==> config.mk <==
export PLATFORM = sky130hd
export DESIGN_NAME = piso_bit_feeder
export DESIGN_NICKNAME = d
export VERILOG_FILES = /design/src/rtl/piso_bit_feeder_pkg.sv /design/src/rtl/piso_hold_buf.sv /design/src/rtl/piso_bit_feeder.sv
export SDC_FILE = /design/constraint.sdc
export NUM_CORES = 1
export LEC_CHECK = 0
export BUFFER_PORTS_ARGS = -buffer_cell sky130_fd_sc_hd__buf_4
export CAP_MARGIN = 0
export CORE_ASPECT_RATIO = 1.4
export CORE_MARGIN = 1
export CORE_UTILIZATION = 49
export DETAILED_ROUTE_END_ITERATION = 8
export GPL_TIMING_DRIVEN = 0
export PLACE_DENSITY = 0.7
export SYNTH_ARGS = -nofsm -noshare
export SYNTH_HDL_FRONTEND = slang
export SYNTH_SLANG_ARGS = --single-unit
==> constraint.sdc <==
create_clock -name clk -period 1.6 [get_ports clk]
set_clock_uncertainty 0.1 [all_clocks]
set_input_delay 0.16 -clock clk [delete_from_list [all_inputs] [get_ports clk]]
set_output_delay 0.16 -clock clk [all_outputs]
set_load 0.005 [all_outputs]
==> src/rtl/piso_bit_feeder_pkg.sv <==
// Shared definitions for the PISO bit feeder: FSM state encoding and a
// width helper used to size the bit counter.
package piso_bit_feeder_pkg;

   typedef enum logic {
      IDLE  = 1'b0,
      SHIFT = 1'b1
   } state_t;

   // Bits needed to hold values 0..n-1; never returns less than 1.
   function automatic int unsigned clog2(input int unsigned n);
      int unsigned r;
      int unsigned v;
      r = 0;
      v = (n > 0) ? n - 1 : 0;
      for (int i = 0; i < 32; i++) begin
         if (v > 0) begin
            r = r + 1;
            v = v >> 1;
         end
      end
      return (r == 0) ? 1 : r;
   endfunction

endpackage

==> src/rtl/piso_hold_buf.sv <==
// Single-entry hold register in front of the shifter. It catches a word
// offered while the shifter is busy so the next word can start without a gap.
module piso_hold_buf
   import piso_bit_feeder_pkg::*;
#(
   parameter int unsigned WIDTH = 8
) (
   input  logic             clk,
   input  logic             rst,
   input  logic             clear,
   input  logic             load,
   input  logic             pop,
   input  logic [WIDTH-1:0] din,
   output logic [WIDTH-1:0] hb,
   output logic             hold_full,
   output logic             ready
);

   // Data and full flag; clear wins, load and pop never coincide since
   // load needs an empty entry and pop needs a full one.
   always_ff @(posedge clk or negedge rst) begin
      if (!rst) begin
         hb        <= '0;
         hold_full <= 1'b0;
      end else if (clear) begin
         hold_full <= 1'b0;
      end else if (pop) begin
         hold_full <= 1'b0;
      end else if (load) begin
         hb        <= din;
         hold_full <= 1'b1;
      end
   end

   // Ready depends on the register only, never on the incoming valid.
   assign ready = !hold_full;

endmodule

==> src/rtl/piso_bit_feeder.sv <==
// Parallel-in/serial-out feeder: turns WIDTH-bit words into a one-bit-per-
// cycle stream qualified by bit_valid, with a one-word hold buffer so
// back-to-back words stream without bubbles.
module piso_bit_feeder
   import piso_bit_feeder_pkg::*;
#(
   parameter int unsigned WIDTH     = 8,
   parameter bit          MSB_FIRST = 1'b1
) (
   input  logic             clk,
   input  logic             rst,
   input  logic [WIDTH-1:0] din,
   input  logic             din_valid,
   output logic             din_ready,
   input  logic             flush,
   output logic             bit_out,
   output logic             bit_valid,
   output logic             frame_start,
   output logic             busy
);

   localparam int unsigned CW = clog2(WIDTH);
   localparam logic [CW-1:0] LastCnt = CW'(WIDTH - 1);

   state_t           state;
   logic [WIDTH-1:0] sr;
   logic [CW-1:0]    cnt;
   logic [WIDTH-1:0] hb;
   logic             hold_full;
   logic             hb_ready;
   logic             xfer;
   logic             last;
   logic             hb_load;
   logic             hb_pop;

   assign last = (cnt == LastCnt);

   // A handshake only counts when flush is not also asserted.
   assign xfer = din_valid && hb_ready && !flush;

   // Words arriving mid-word park in the hold buffer; on the last bit the
   // held word takes priority over a direct load (it cannot coexist anyway).
   assign hb_load = xfer && (state == SHIFT) && !last;
   assign hb_pop  = !flush && (state == SHIFT) && last && hold_full;

   piso_hold_buf #(
      .WIDTH (WIDTH)
   ) u_hold_buf (
      .clk       (clk),
      .rst       (rst),
      .clear     (flush),
      .load      (hb_load),
      .pop       (hb_pop),
      .din       (din),
      .hb        (hb),
      .hold_full (hold_full),
      .ready     (hb_ready)
   );

   // FSM, shifter and bit counter.
   always_ff @(posedge clk or negedge rst) begin
      if (!rst) begin
         state <= IDLE;
         sr    <= '0;
         cnt   <= '0;
      end else if (flush) begin
         state <= IDLE;
         cnt   <= '0;
      end else begin
         unique case (state)
            IDLE: begin
               if (xfer) begin
                  sr    <= din;
                  cnt   <= '0;
                  state <= SHIFT;
               end
            end
            SHIFT: begin
               if (!last) begin
                  if (MSB_FIRST) begin
                     sr <= {sr[WIDTH-2:0], 1'b0};
                  end else begin
                     sr <= {1'b0, sr[WIDTH-1:1]};
                  end
                  cnt <= cnt + CW'(1);
               end else if (hold_full) begin
                  sr  <= hb;
                  cnt <= '0;
               end else if (xfer) begin
                  sr  <= din;
                  cnt <= '0;
               end else begin
                  state <= IDLE;
               end
            end
            default: state <= IDLE;
         endcase
      end
   end

   // Output decode straight from registers, so async reset clears them at once.
   always_comb begin
      bit_valid   = (state == SHIFT);
      bit_out     = bit_valid && (MSB_FIRST ? sr[WIDTH-1] : sr[0]);
      frame_start = bit_valid && (cnt == '0);
      busy        = bit_valid || hold_full;
      din_ready   = hb_ready;
   end

endmodule

Word level (Yosys, flattened, before mapping)
Index checks and enable logic that the tools add are counted.

$add $sub $neg: 1. Equal/unequal tests: 1. Multiplexer cells: 17. Bitwise operators: 3. Reductions and logical operators: 16.

Operators by type and width (number): 8-bit 2-to-1 mux (3); 8-bit one-hot mux with 2 select lines (1); 3-bit 2-to-1 mux (4); 1-bit logical AND (9); 1-bit 2-to-1 mux (7); 3-bit one-hot mux with 2 select lines (1); 3-bit by 1-bit adder with 3-bit output (second input constant) (1); 3-bit equality test (second input constant) (1); 1-bit zero test (3); 3-bit zero test (1); 1-bit inverter (3); 3-bit AND reduction (1); 3-bit nonzero test (1); 1-bit one-hot mux with 2 select lines (1); 1-bit logical OR (1).

Flip-flop bits (word level): 21. Input bits: 12. Output and inout bits: 5.

Logic depth before layout (Yosys ltp)
Gate-level depths: netlist of run 1.

Word-level depth: 8. Depth in mapped cells: 7. Mapped depth without buffers: 6.

Hierarchy
From an unflattened synthesis of run 1, not the netlist that was laid out.

Cells, all modules: 88. Area, all modules: 1029.7 µm².

Modules (own cells, without submodules): piso_bit_feeder (times used 1, cells an instance 67, area an instance 683.2 µm², sequential area each 300.3 µm²); piso_hold_buf (times used 1, cells an instance 21, area an instance 346.6 µm², sequential area each 225.2 µm²).

Least setup slack after synthesis of run 1
Ideal clock, no wire load.

Path type: flip-flop to flip-flop. Start point: register cnt[0]. End point: register u_hold_buf.hb[1]. Setup time: 0.125 ns. Arrival time: 1.437 ns. Required time: 1.375 ns. Slack: -0.062 ns. Cell stages (with the launch flop): 6. Path buffers: 0. Period minus slack after synthesis: 1.662 ns. Path through: dfrtp_1 > ha_1 > ha_1 > and2b_4 > nand2_4 > mux2_4.

Word-level cells in the longest chain between the ends: 5.

RTL lines: from (decl) (RTL line piso_bit_feeder.sv:27) `logic [CW-1:0] cnt;`; from (signal assigned) (RTL line piso_bit_feeder.sv:85) `cnt <= cnt + CW'(1);`; 3-bit equality test (*) (RTL line piso_bit_feeder.sv:36) `assign last = (cnt == LastCnt);`; 1-bit logical AND (2 in a row) (RTL line piso_bit_feeder.sv:44) `assign hb_pop = !flush && (state == SHIFT) && last && hold_full;`; 1-bit inverter (no line); 3-bit AND reduction (no line) (*); to (signal assigned) (RTL line piso_hold_buf.sv:30) `hb <= din;`; to (decl) (RTL line piso_hold_buf.sv:14) `output logic [WIDTH-1:0] hb,`.

Every way passes the cells marked *; elsewhere a longest branch is shown, timed or not. A chain may end at the register's enable or synchronous reset.

Final worst setup path of run 1
Start point: register cnt[0]. End point: register u_hold_buf.hb[4].

The elaborated chain is that of the path after synthesis.

==> impl_summary.txt, run 1 <==
----------------------------------------------------
[Run status]
  Outcome ... finished, violations left
  Violated checks ... negative setup slack

[Layout]
  Fraction of layout cells with a size suffix above 1 ... a little over a third
  Number of nets in the finished design ... around 140
  Final instance area ... 1360 um2
  ANT cells ... 0
  Footprint of the multi-input gates ... around 500 um2
  Area growth from synthesis to final layout ... 27.7%
  Sequential standard cell area ... 526 um2
  Fill cells ... around 150

[Synthesis]
  Top cells by area in the synthesized netlist ... dfrtp_1, mux2_4, o221a_1, ha_1, nand2_1
  Synthesized net count ... between 100 and 150
  Seq/Total Area, Yosys ... between 40% and 50%
  Share of the synthesized area in the top cell type ... between 40% and 50%
  Number of distinct library cells after synthesis ... 30
  Register bit count reported by yosys ... 21
  Async S/R FF share, synth ... between 90% and 100%
  Cell with the most instances after synthesis ... dfrtp_1
  Cell type with the highest aggregate area in the netlist ... dfrtp_1
  Most frequent cells after synthesis ... dfrtp_1, nand2_1, mux2_4, o221a_1, o22ai_1
  Number of instances in the synthesized netlist ... 89
  YS warnings ... 0
  Cell Area, Synth ... 1070 um2
  Number of synthesized flops with an enable pin ... 0
  Most instantiated flip-flop cell in the synthesis netlist ... dfrtp_1
  Average footprint of a synthesized cell ... ~12 um2

[STA]
  Worst relative slew slack ... 78.9%
  Final setup margin ... -0.0890 ns
  Number of max-slew violations in the final report ... 0
  RSZ-0062 raised after global routing ... true
  Final hold viol count ... 0
  Final critical-path required period ... between 1.5 and 2 ns
  Aggregate negative setup slack ... -1.04 ns
  Maximum clock frequency ... between 500 and 600 MHz
  Tcrit/Tclk final ... 106%
  Final setup viols ... 15
  Worst-margin pin slew ... between 0.3 and 0.4 ns

[Route]
  Drc violations ... 0
  Iteration-0 DRC Markers ... 20
  Via total after detailed routing ... ~800
  Antenna Violating Nets Remaining ... 0
  Pre-Repair DR Iteration Count ... 4
  Wire length per cell ... about 15 um
  Drt via density ... ~5.7
  Total wirelength of the detailed-routed design ... approximately 2100 um

[Critical path]
  Kind of end point of the critical path ... register
  Launching point of the worst reg2reg path ... cnt[0]
  Crit path capture ... u_hold_buf.hb[4]
  Register-to-register setup slack ... -0.09 ns
  R2R depth ... 5
  Peak fanout along the critical path ... 9
  CP Data Arrival Time ... ~1.8 ns
  CP Data Required Time ... between 1.5 and 2 ns
  Startpoint kind of the worst setup timing path ... register
  Crit. Startpoint ... cnt[0]
  Terminus of the critical flop-to-flop path ... u_hold_buf.hb[4]
  Category of the critical setup timing path ... reg -> reg

[Clocking]
  Clock latency of the later-clocked register in the worst-skew pair ... 0.30 ns
  Number of buffers inserted during clock tree synthesis ... 3
  Clock input transition at the sequential cells of the worst setup and hold paths ... ~0.12 ns
  TritonCTS clock tree ... yes
  CTS H-tree depth ... 1
  Number of clock sinks ... 21
  Master cell of the clock root buffer ... clkbuf_4
  CTS max path bufs ... 2

[Power and ir drop]
  Peak supply drop ... about 0.00073 V
  Power Dens Cells ... approximately 930 nW/um2
  Leakage ... roughly 0.6 nW

[Floorplanning]
  Area of the die ... 2370 um2
  Core outline area ... 2000 um2
  Height of the chip ... between 50 and 60 um
  Initial Utilization ... 53.4%
  I/O pin count ... 17
  Overall die width ... ~41 um
  Cell Rows ... 19

[Placement]
  Global placer's final weighted congestion ... a little over 0.7
  Detailed placer's ending HPWL ... between 1000 and 1500 um
  DP Area ... between 1000 and 1500 um2
  Count of port buffers added during placement ... 15

[Global route]
  Total global routing overflow ... 0
  Vias in the first global route ... 865
  Maximum number of pins on one net before global-route repair ... 22
  Antenna violations before repair ... 0
  Global-route wire length before repair ... 3880 um
  Global Route Usage Sum ... between 20% and 30%

[Worst hold path]
  Tightest Hold Check Type ... in -> reg

[Job]
  Number of max-capacitance violations reported ... 0

----------------------------------------------------
-- routing by layer --
layer  vias to the layer above  track usage, %  part of all wire (%)
met3                         5            3.48                   2.2
met4                         0            10.1                   1.7
li1                        383               -                     -
met5                         -               0                     0
met2                        14            34.8                    49
met1                       397            25.9                    47
-- cell families (layout without fill, tap and decap cells) --
kind of cell / after synthesis / in the layout / share of synthesized area (%)
fa+ha+maj: 3 / 3 / 3.52
mux: 8 / 8 / 10.8
simple gates: 25 / 25 / 14.1
flops: 21 / 21 / 49.2
buf+inv: 9 / 39 / 5.04
compound gates: 23 / 23 / 17.4
-- cells in the final DEF (no fill, tap or decap), types with 3 or more instances in the layout --
cell	count
buf_4	18
clkbuf_4	3
dfrtp_1	21
dlygate4sd3_1	9
inv_1	3
mux2_4	7
nand2_1	10
nor2_1	4
o21ai_0	3
o221a_1	7
o22ai_1	6
-- worst min-delay path by stage --
stage / startpoint / end / slack [ns] / depth (start not counted)
floorplan: rst / bit_valid / -0.24 / 0
finish: din[0] / u_hold_buf.hb[0] / 0.03 / 3
global route: din[0] / u_hold_buf.hb[0] / 0.08 / 3
global placement: rst / sr[5] / -0.04 / 1
CTS: din[1] / u_hold_buf.hb[1] / 0.001 / 2
detailed placement: rst / sr[5] / -0.04 / 1
-- cell type report --
cell class / count / area share [%]
Clock buffer: 4 / 1.93
Tap cell: 21 / 1.93
Sequential cell: 21 / 38.6
Buffer: 5 / 2.94
Timing Repair Buffer: 26 / 16.0
Inverter: 4 / 1.10
Multi-Input combinational cell: 59 / 37.6
-- worst max-delay path, stage by stage (launching register included) --
cell and delay (ns):
dfrtp_1 0.41, ha_2 0.20, ha_4 0.16, and2b_4 0.29, nand2_8 0.10, mux2_4 0.32
-- sequential cells by signal, indices dropped and copies added (netlist names) --
register	flops
u_hold_buf.hold_full	1
cnt	3
bit_valid	1
sr	8
u_hold_buf.hb	8
-- power by group --
part           total (mW)  internal (mW)  switching, mW
registers           0.694          0.632         0.0628
clock network       0.257         0.0972          0.160
logic               0.318          0.202          0.115
total                1.27          0.931          0.337
-- repair_timing --
| action | CTS | global route |
|---|---|---|
| gates resized for setup | 1 | 0 |
| hold endpoints to repair | 32 | 1 |
| hold buffers | 8 | 1 |
| setup endpoints to repair | 15 | 17 |
| setup buffers | 2 | 0 |
-- stage by stage --
| step | util, % | std cells | total power, mW | hold slack [ns] | worst slack [ns] |
|---|---|---|---|---|---|
| 4_1_cts | 67.7 | 139 | 1.27 | 0.000992 | -0.0995 |
| 6_report | 68.2 | 140 | 1.27 | 0.0345 | -0.0890 |
| 3_5_place_dp | 61.6 | 125 | 0.998 | -0.0446 | -0.102 |
| 3_3_place_gp | 61.6 | 125 | 0.989 | -0.0420 | -0.0849 |
| 2_1_floorplan | - | 89 | 0.903 | -0.236 | -0.0138 |
| 5_1_grt | 68.2 | 140 | 1.33 | 0.0763 | -0.127 |
Power figures use the tool's default switching activity.
==> inputs of run 2 (changes only) <==
--- a/config.mk
+++ b/config.mk
@@ -7,12 +7,13 @@
 export LEC_CHECK = 0
 export BUFFER_PORTS_ARGS = -buffer_cell sky130_fd_sc_hd__buf_4
 export CAP_MARGIN = 0
-export CORE_ASPECT_RATIO = 1.4
+export CORE_ASPECT_RATIO = 0.75
 export CORE_MARGIN = 1
 export CORE_UTILIZATION = 49
 export DETAILED_ROUTE_END_ITERATION = 8
 export GPL_TIMING_DRIVEN = 0
 export PLACE_DENSITY = 0.7
+export SLEW_MARGIN = 10
 export SYNTH_ARGS = -nofsm -noshare
 export SYNTH_HDL_FRONTEND = slang
 export SYNTH_SLANG_ARGS = --single-unit
==> impl_summary.txt, run 2 (synthesis gave the netlist of run 1 again) <==
----------------------------------------------------
[Critical path]
  Register-to-register setup slack ... -0.07 ns (was -0.09 ns)
  Startpoint kind of the worst setup timing path ... register (unchanged)
  Category of the critical setup timing path ... reg -> reg (unchanged)
  CP Data Arrival Time ... 1.76 ns (was 1.79 ns)
  Terminus of the critical flop-to-flop path ... u_hold_buf.hb[1] (was u_hold_buf.hb[4])
  Delay-heaviest family, CP ... flip-flops (unchanged)
  CP Data Required Time ... 1.69 ns (was 1.70 ns)
  Depth of the critical timing path with buffers and inverters included ... 5 (unchanged)
  Crit. Startpoint ... cnt[0] (unchanged)
  R2R depth ... 5 (unchanged)
  Kind of end point of the critical path ... register (unchanged)
  Launching point of the worst reg2reg path ... cnt[0] (unchanged)
  Number of buffer and inverter stages on the critical path ... 0 (unchanged)
  Peak fanout along the critical path ... 9 (unchanged)
  Cells along the critical path ... ha_2, ha_4, and2b_4, nand2_8, mux2_4 (unchanged)
  Slowest CP cell ... dfrtp_1 (unchanged)
  Largest stage delay, worst path ... 0.39 ns (was 0.41 ns)
  Crit path capture ... u_hold_buf.hb[1] (was u_hold_buf.hb[4])

[STA]
  Final hold viol count ... 0 (unchanged)
  RSZ-0062 raised after global routing ... true (unchanged)
  Aggregate negative setup slack ... -0.647 ns (was -1.04 ns)
  Number of max-slew violations in the final report ... 0 (unchanged)
  Final setup margin ... -0.0668 ns (was -0.0890 ns)
  Worst-margin pin slew ... 0.331 ns (was 0.316 ns)
  Final setup viols ... 15 (unchanged)
  Maximum clock frequency ... 600 MHz (was 592 MHz)
  Tcrit/Tclk final ... 104% (was 106%)
  Final critical-path required period ... 1.67 ns (was 1.69 ns)
  Worst relative slew slack ... 77.9% (was 78.9%)

[Clocking]
  CTS H-tree depth ... 1 (unchanged)
  Number of clock sinks ... 21 (unchanged)
  Number of buffers inserted during clock tree synthesis ... 3 (unchanged)
  Clock input transition at the sequential cells of the worst setup and hold paths ... 0.10 ns (was 0.12 ns)
  TritonCTS clock tree ... yes (unchanged)
  Master cell of the clock root buffer ... clkbuf_4 (unchanged)
  Clock latency of the later-clocked register in the worst-skew pair ... 0.31 ns (was 0.30 ns)
  CTS max path bufs ... 2 (unchanged)

[Power and ir drop]
  Internal power ... 0.927 mW (was 0.931 mW)
  Post-layout total power ... 1.26 mW (was 1.27 mW)
  Combinational group share of total power ... 25.2% (was 25.0%)
  Power Dens Cells ... 923 nW/um2 (was 931 nW/um2)
  Leakage ... 0.614 nW (was 0.611 nW)
  Sequential fraction of design power ... 55.0% (was 54.7%)
  Peak supply drop ... 0.000732 V (was 0.000730 V)
  Net load switching power ... 0.335 mW (was 0.337 mW)
  Switching fraction of total power ... 26.5% (was 26.6%)
  Clk pwr share ... 19.8% (was 20.2%)

[Route]
  Via total after detailed routing ... 801 (was 799)
  Antenna Violating Nets Remaining ... 0 (unchanged)
  Iteration-0 DRC Markers ... 20 (unchanged)
  Total wirelength of the detailed-routed design ... 2150 um (was 2120 um)
  Drt via density ... 5.60 (was 5.71)
  Wire length per cell ... 15.0 um (was 15.1 um)
  Pre-Repair DR Iteration Count ... 4 (unchanged)
  Drc violations ... 0 (unchanged)

[Worst hold path]
  Depth of the worst hold-timing path ... 3 (unchanged)
  Tightest Hold Check Type ... in -> reg (unchanged)

[Layout]
  Fraction of layout cells with a size suffix above 1 ... 36.1% (was 35.3%)
  Final Non-Filler Cells ... 143 (was 140)
  Highest-count cells in the layout ignoring fill and taps ... dfrtp_1, buf_4, nand2_1 (unchanged)
  Area growth from synthesis to final layout ... 28.1% (was 27.7%)
  Most frequent standard cell in the layout excluding fill and tap cells ... dfrtp_1 (unchanged)
  Largest registers ... sr: 8 flops, u_hold_buf.hb: 8 flops, cnt: 3 flops (unchanged)
  Number of nets in the finished design ... 135 (unchanged)
  ANT cells ... 0 (unchanged)

[Placement]
  Detailed placer's ending HPWL ... 1500 um (was 1410 um)
  Count of port buffers added during placement ... 15 (unchanged)
  Global placer's final weighted congestion ... 0.704 (was 0.715)
  Dpl cells ... 128 (was 125)

[Run status]
  Violated checks ... negative setup slack (unchanged)
  Outcome ... finished, violations left (unchanged)

[Global route]
  Antenna violations before repair ... 0 (unchanged)
  Global-route wire length before repair ... 3570 um (was 3880 um)
  Global Route Usage Sum ... 20.0% (was 20.8%)
  Total global routing overflow ... 0 (unchanged)
  Maximum number of pins on one net before global-route repair ... 22 (unchanged)
  Vias in the first global route ... 793 (was 865)

[Floorplanning]
  Overall die width ... 55.9 um (was 41.4 um)
  Area of the die ... 2370 um2 (about the same)
  Cell Rows ... 14 (was 19)
  I/O pin count ... 17 (unchanged)
  Core outline area ... 2030 um2 (was 2000 um2)
  Initial Utilization ... 52.5% (was 53.4%)
  Height of the chip ... 42.4 um (was 57.2 um)

[Job]
  Number of max-capacitance violations reported ... 0 (unchanged)

----------------------------------------------------
[run 2: cell count changes in the layout (fill, tap and decap cells not counted)]
cell / previous run / this run
clkbuf_1: 1 / 0
clkinv_2: 0 / 1
[run 2: what timing repair did]
action,4_1_cts,5_1_grt
endpoints found under the setup margin,15,16
setup buffers,2,0
gates resized for setup,0,2
endpoints found under the hold margin,33,0
hold buffers,9,0
[run 2: power groups by stage]
stage / registers (mW) / clock network (mW) / logic (mW)
after floorplan: 0.684 / 0 / 0.219
after global placement: 0.699 / 0 / 0.288
after detailed placement: 0.703 / 0 / 0.297
after CTS: 0.694 / 0.257 / 0.320
after global routing: 0.706 / 0.287 / 0.344
final: 0.695 / 0.250 / 0.318
[run 2: how the worst min path moves through the flow]
stage | startpoint | end
3_5_place_dp | rst | sr[7]
2_1_floorplan | rst | bit_valid
5_1_grt | din[0] | u_hold_buf.hb[0]
3_3_place_gp | rst | sr[7]
4_1_cts | din[0] | u_hold_buf.hb[0]
6_report | din[0] | u_hold_buf.hb[0]
[run 2: layout make-up]
cell class	count	area (um2)
timing repair buffer	26	218
clock inverter	1	5.00
tap	24	30.0
clock buffer	3	22.5
fill	154	664
buffer	5	40.0
multi-input combinational	59	512
sequential	21	526
inverter	4	15.0
[run 2: through the flow]
| stage | util, % | hold slack (ns) | worst slack, ns | cell area (um2) |
|---|---|---|---|---|
| after global routing | 67.3 | 0.0586 | -0.108 | 1370 |
| after global placement | 60.7 | -0.0400 | -0.0764 | 1230 |
| final | 67.3 | 0.0499 | -0.0668 | 1370 |
| after CTS | 67.2 | 0.0452 | -0.0751 | 1370 |
| after detailed placement | 60.7 | -0.0413 | -0.0886 | 1230 |
| after floorplan | - | -0.236 | -0.0138 | 1090 |
[run 2: layer usage]
layer	routed length, um	part of all wire (%)	track usage, %	vias up
li1	-	-	-	389
met1	1080	50	27.1	389
met2	963	45	32.5	21
met3	90	4.2	5.56	2
met4	13	0.60	4.39	0
met5	0	0	0	-
[run 2: tightest hold or removal path, cell delays in order]
cell and delay, ns:
buf_4 0.10, inv_1 0.06, o21ai_0 0.08
==> inputs of run 3 (changes only) <==
--- a/config.mk
+++ b/config.mk
@@ -13,6 +13,7 @@
 export DETAILED_ROUTE_END_ITERATION = 8
 export GPL_TIMING_DRIVEN = 0
 export PLACE_DENSITY = 0.7
+export RECOVER_POWER = 25
 export SLEW_MARGIN = 10
 export SYNTH_ARGS = -nofsm -noshare
 export SYNTH_HDL_FRONTEND = slang
==> impl_summary.txt, run 3 (synthesis gave the netlist of run 1 again) <==
----------------------------------------------------
[Run status]
  Outcome ... finished, violations left (unchanged)
  Violated checks ... negative setup slack (unchanged)

[STA]
  Number of max-slew violations in the final report ... 0 (unchanged)
  Final setup margin ... -0.0668 ns (unchanged)
  Worst-margin pin slew ... 0.514 ns (was 0.331 ns)
  Maximum clock frequency ... 600 MHz (unchanged)
  RSZ-0062 raised after global routing ... true (unchanged)
  Final hold viol count ... 0 (unchanged)
  Final Hold Slack ... 0.0499 ns (unchanged)
  Aggregate negative setup slack ... -0.647 ns (unchanged)
  Worst relative slew slack ... 65.7% (was 77.9%)
  Final setup viols ... 15 (unchanged)
  Final critical-path required period ... 1.67 ns (unchanged)
  Tcrit/Tclk final ... 104% (unchanged)

[Layout]
  Most frequent standard cell in the layout excluding fill and tap cells ... dfrtp_1 (unchanged)
  Final standard cell utilization of the core ... 67.2% (was 67.3%)
  Number of nets in the finished design ... 135 (unchanged)
  Area growth from synthesis to final layout ... 27.9% (was 28.1%)
  Final Non-Filler Cells ... 143 (unchanged)
  Final instance area ... 1370 um2 (about the same)
  Fraction of layout cells with a size suffix above 1 ... 36.1% (unchanged)
  ANT cells ... 0 (unchanged)
  Fill cells ... 155 (was 154)
  Highest-count cells in the layout ignoring fill and taps ... dfrtp_1, buf_4, nand2_1 (unchanged)
  Largest registers ... sr: 8 flops, u_hold_buf.hb: 8 flops, cnt: 3 flops (unchanged)

[Placement]
  Global placer's final weighted congestion ... 0.704 (unchanged)
  Worst slack at placement ... -0.0886 ns (unchanged)
  Count of port buffers added during placement ... 15 (unchanged)
  DP Area ... 1230 um2 (unchanged)
  Detailed placer's ending HPWL ... 1500 um (unchanged)
  Dpl cells ... 128 (unchanged)

[Floorplanning]
  Overall die width ... 55.9 um (unchanged)
  Height of the chip ... 42.4 um (unchanged)
  Core outline area ... 2030 um2 (unchanged)
  Initial Utilization ... 52.5% (unchanged)
  I/O pin count ... 17 (unchanged)
  Area of the die ... 2370 um2 (unchanged)
  Cell Rows ... 14 (unchanged)

[Worst hold path]
  Hold path startpoint ... din[0] (unchanged)
  Depth of the worst hold-timing path ... 3 (unchanged)
  Hold endpoint ... u_hold_buf.hb[0] (unchanged)
  Tightest Hold Check Type ... in -> reg (unchanged)

[Clocking]
  CTS H-tree depth ... 1 (unchanged)
  CTS max path bufs ... 2 (unchanged)
  Number of clock sinks ... 21 (unchanged)
  Number of buffers inserted during clock tree synthesis ... 3 (unchanged)
  Master cell of the clock root buffer ... clkbuf_4 (unchanged)
  Clock input transition at the sequential cells of the worst setup and hold paths ... 0.10 ns (about the same)
  Clock latency of the later-clocked register in the worst-skew pair ... 0.31 ns (about the same)
  TritonCTS clock tree ... yes (unchanged)

[Power and ir drop]
  Post-layout total power ... 1.26 mW (about the same)
  Peak supply drop ... 0.000732 V (about the same)
  Power Dens Cells ... 924 nW/um2 (was 923 nW/um2)
  Leakage ... 0.613 nW (was 0.614 nW)

[Critical path]
  Delay-heaviest family, CP ... flip-flops (unchanged)
  Kind of end point of the critical path ... register (unchanged)
  Category of the critical setup timing path ... reg -> reg (unchanged)
  Number of buffer and inverter stages on the critical path ... 0 (unchanged)
  CP Data Arrival Time ... 1.76 ns (about the same)
  Launching point of the worst reg2reg path ... cnt[0] (unchanged)
  Startpoint kind of the worst setup timing path ... register (unchanged)
  Cells along the critical path ... ha_2, ha_4, and2b_4, nand2_8, mux2_4 (unchanged)
  Terminus of the critical flop-to-flop path ... u_hold_buf.hb[1] (unchanged)
  Largest stage delay, worst path ... 0.39 ns (about the same)
  Register-to-register setup slack ... -0.07 ns (about the same)
  Peak fanout along the critical path ... 9 (unchanged)
  R2R depth ... 5 (unchanged)
  Slowest CP cell ... dfrtp_1 (unchanged)
  CP Data Required Time ... 1.69 ns (about the same)

[Route]
  Top sig layer ... met4 (unchanged)
  Drt via density ... 5.60 (unchanged)
  Antenna Violating Nets Remaining ... 0 (unchanged)
  Via total after detailed routing ... 801 (unchanged)
  Total wirelength of the detailed-routed design ... 2150 um (about the same)
  Wire length on met3 ... 90 um (unchanged)
  Pre-Repair DR Iteration Count ... 4 (unchanged)
  Drc violations ... 0 (unchanged)
  Metal2 WL ... 962 um (was 963 um)
  Metal1 wirelength ... 1080 um (about the same)
  Wire length per cell ... 15.0 um (about the same)
  Iteration-0 DRC Markers ... 20 (unchanged)

[Job]
  Number of max-capacitance violations reported ... 0 (unchanged)

[Global route]
  Global-route wire length before repair ... 3570 um (unchanged)
  Global Route Usage Sum ... 20.0% (unchanged)
  Total global routing overflow ... 0 (unchanged)
  Vias in the first global route ... 793 (unchanged)
  Maximum number of pins on one net before global-route repair ... 22 (unchanged)
  Antenna violations before repair ... 0 (unchanged)

----------------------------------------------------
==> run 3: cell count changes in the layout (fill, tap and decap cells not counted), sizes merged <==
cell	delta
clkbuf	+1
buf	-1
==> run 3: layer usage <==
metal / global-route usage (%) / up-vias
met1: 27.1 / 389
met4: 4.39 / 0
li1: - / 389
met3: 5.56 / 2
met2: 32.5 / 21
met5: 0 / -
==> run 3: worst max path at each step <==
stage	from	endpoint	slack (ns)	depth (start not counted)
2_1_floorplan	cnt[1]	u_hold_buf.hb[1]	-0.01	5
5_1_grt	cnt[1]	u_hold_buf.hb[1]	-0.11	5
4_1_cts	cnt[0]	u_hold_buf.hb[1]	-0.08	5
6_report	cnt[0]	u_hold_buf.hb[1]	-0.07	5
3_5_place_dp	cnt[1]	u_hold_buf.hb[6]	-0.09	5
3_3_place_gp	cnt[1]	u_hold_buf.hb[3]	-0.08	5
==> run 3: repair_timing <==
action,CTS,global route
buffers inserted,2,0
hold buffers,9,0
gates cloned,0,0
gates resized for setup,0,2
endpoints found under the hold margin,33,0
setup endpoints to repair,15,16
==> run 3: report_power, final <==
part	internal, mW	switching (mW)	total, mW
Clock	0.0933	0.157	0.250
Combinational	0.201	0.115	0.317
Sequential	0.632	0.0629	0.695
Total	0.926	0.335	1.26
==> run 3: worst register-to-register path, cell delays in order (launching register included) <==
cell     delay (ns)
dfrtp_1        0.39
ha_2           0.20
ha_4           0.17
and2b_4        0.28
nand2_8        0.10
mux2_4         0.32
==> run 3: cell type report <==
| type | count | area, um2 | area share (%) |
|---|---|---|---|
| buffer | 5 | 40.0 | 2.93 |
| clock buffer | 3 | 22.5 | 1.65 |
| clock inverter | 1 | 5.00 | 0.367 |
| inverter | 4 | 15.0 | 1.10 |
| multi-input combinational | 59 | 512 | 37.5 |
| sequential | 21 | 526 | 38.5 |
| tap | 24 | 30.0 | 2.20 |
| timing repair buffer | 26 | 215 | 15.8 |
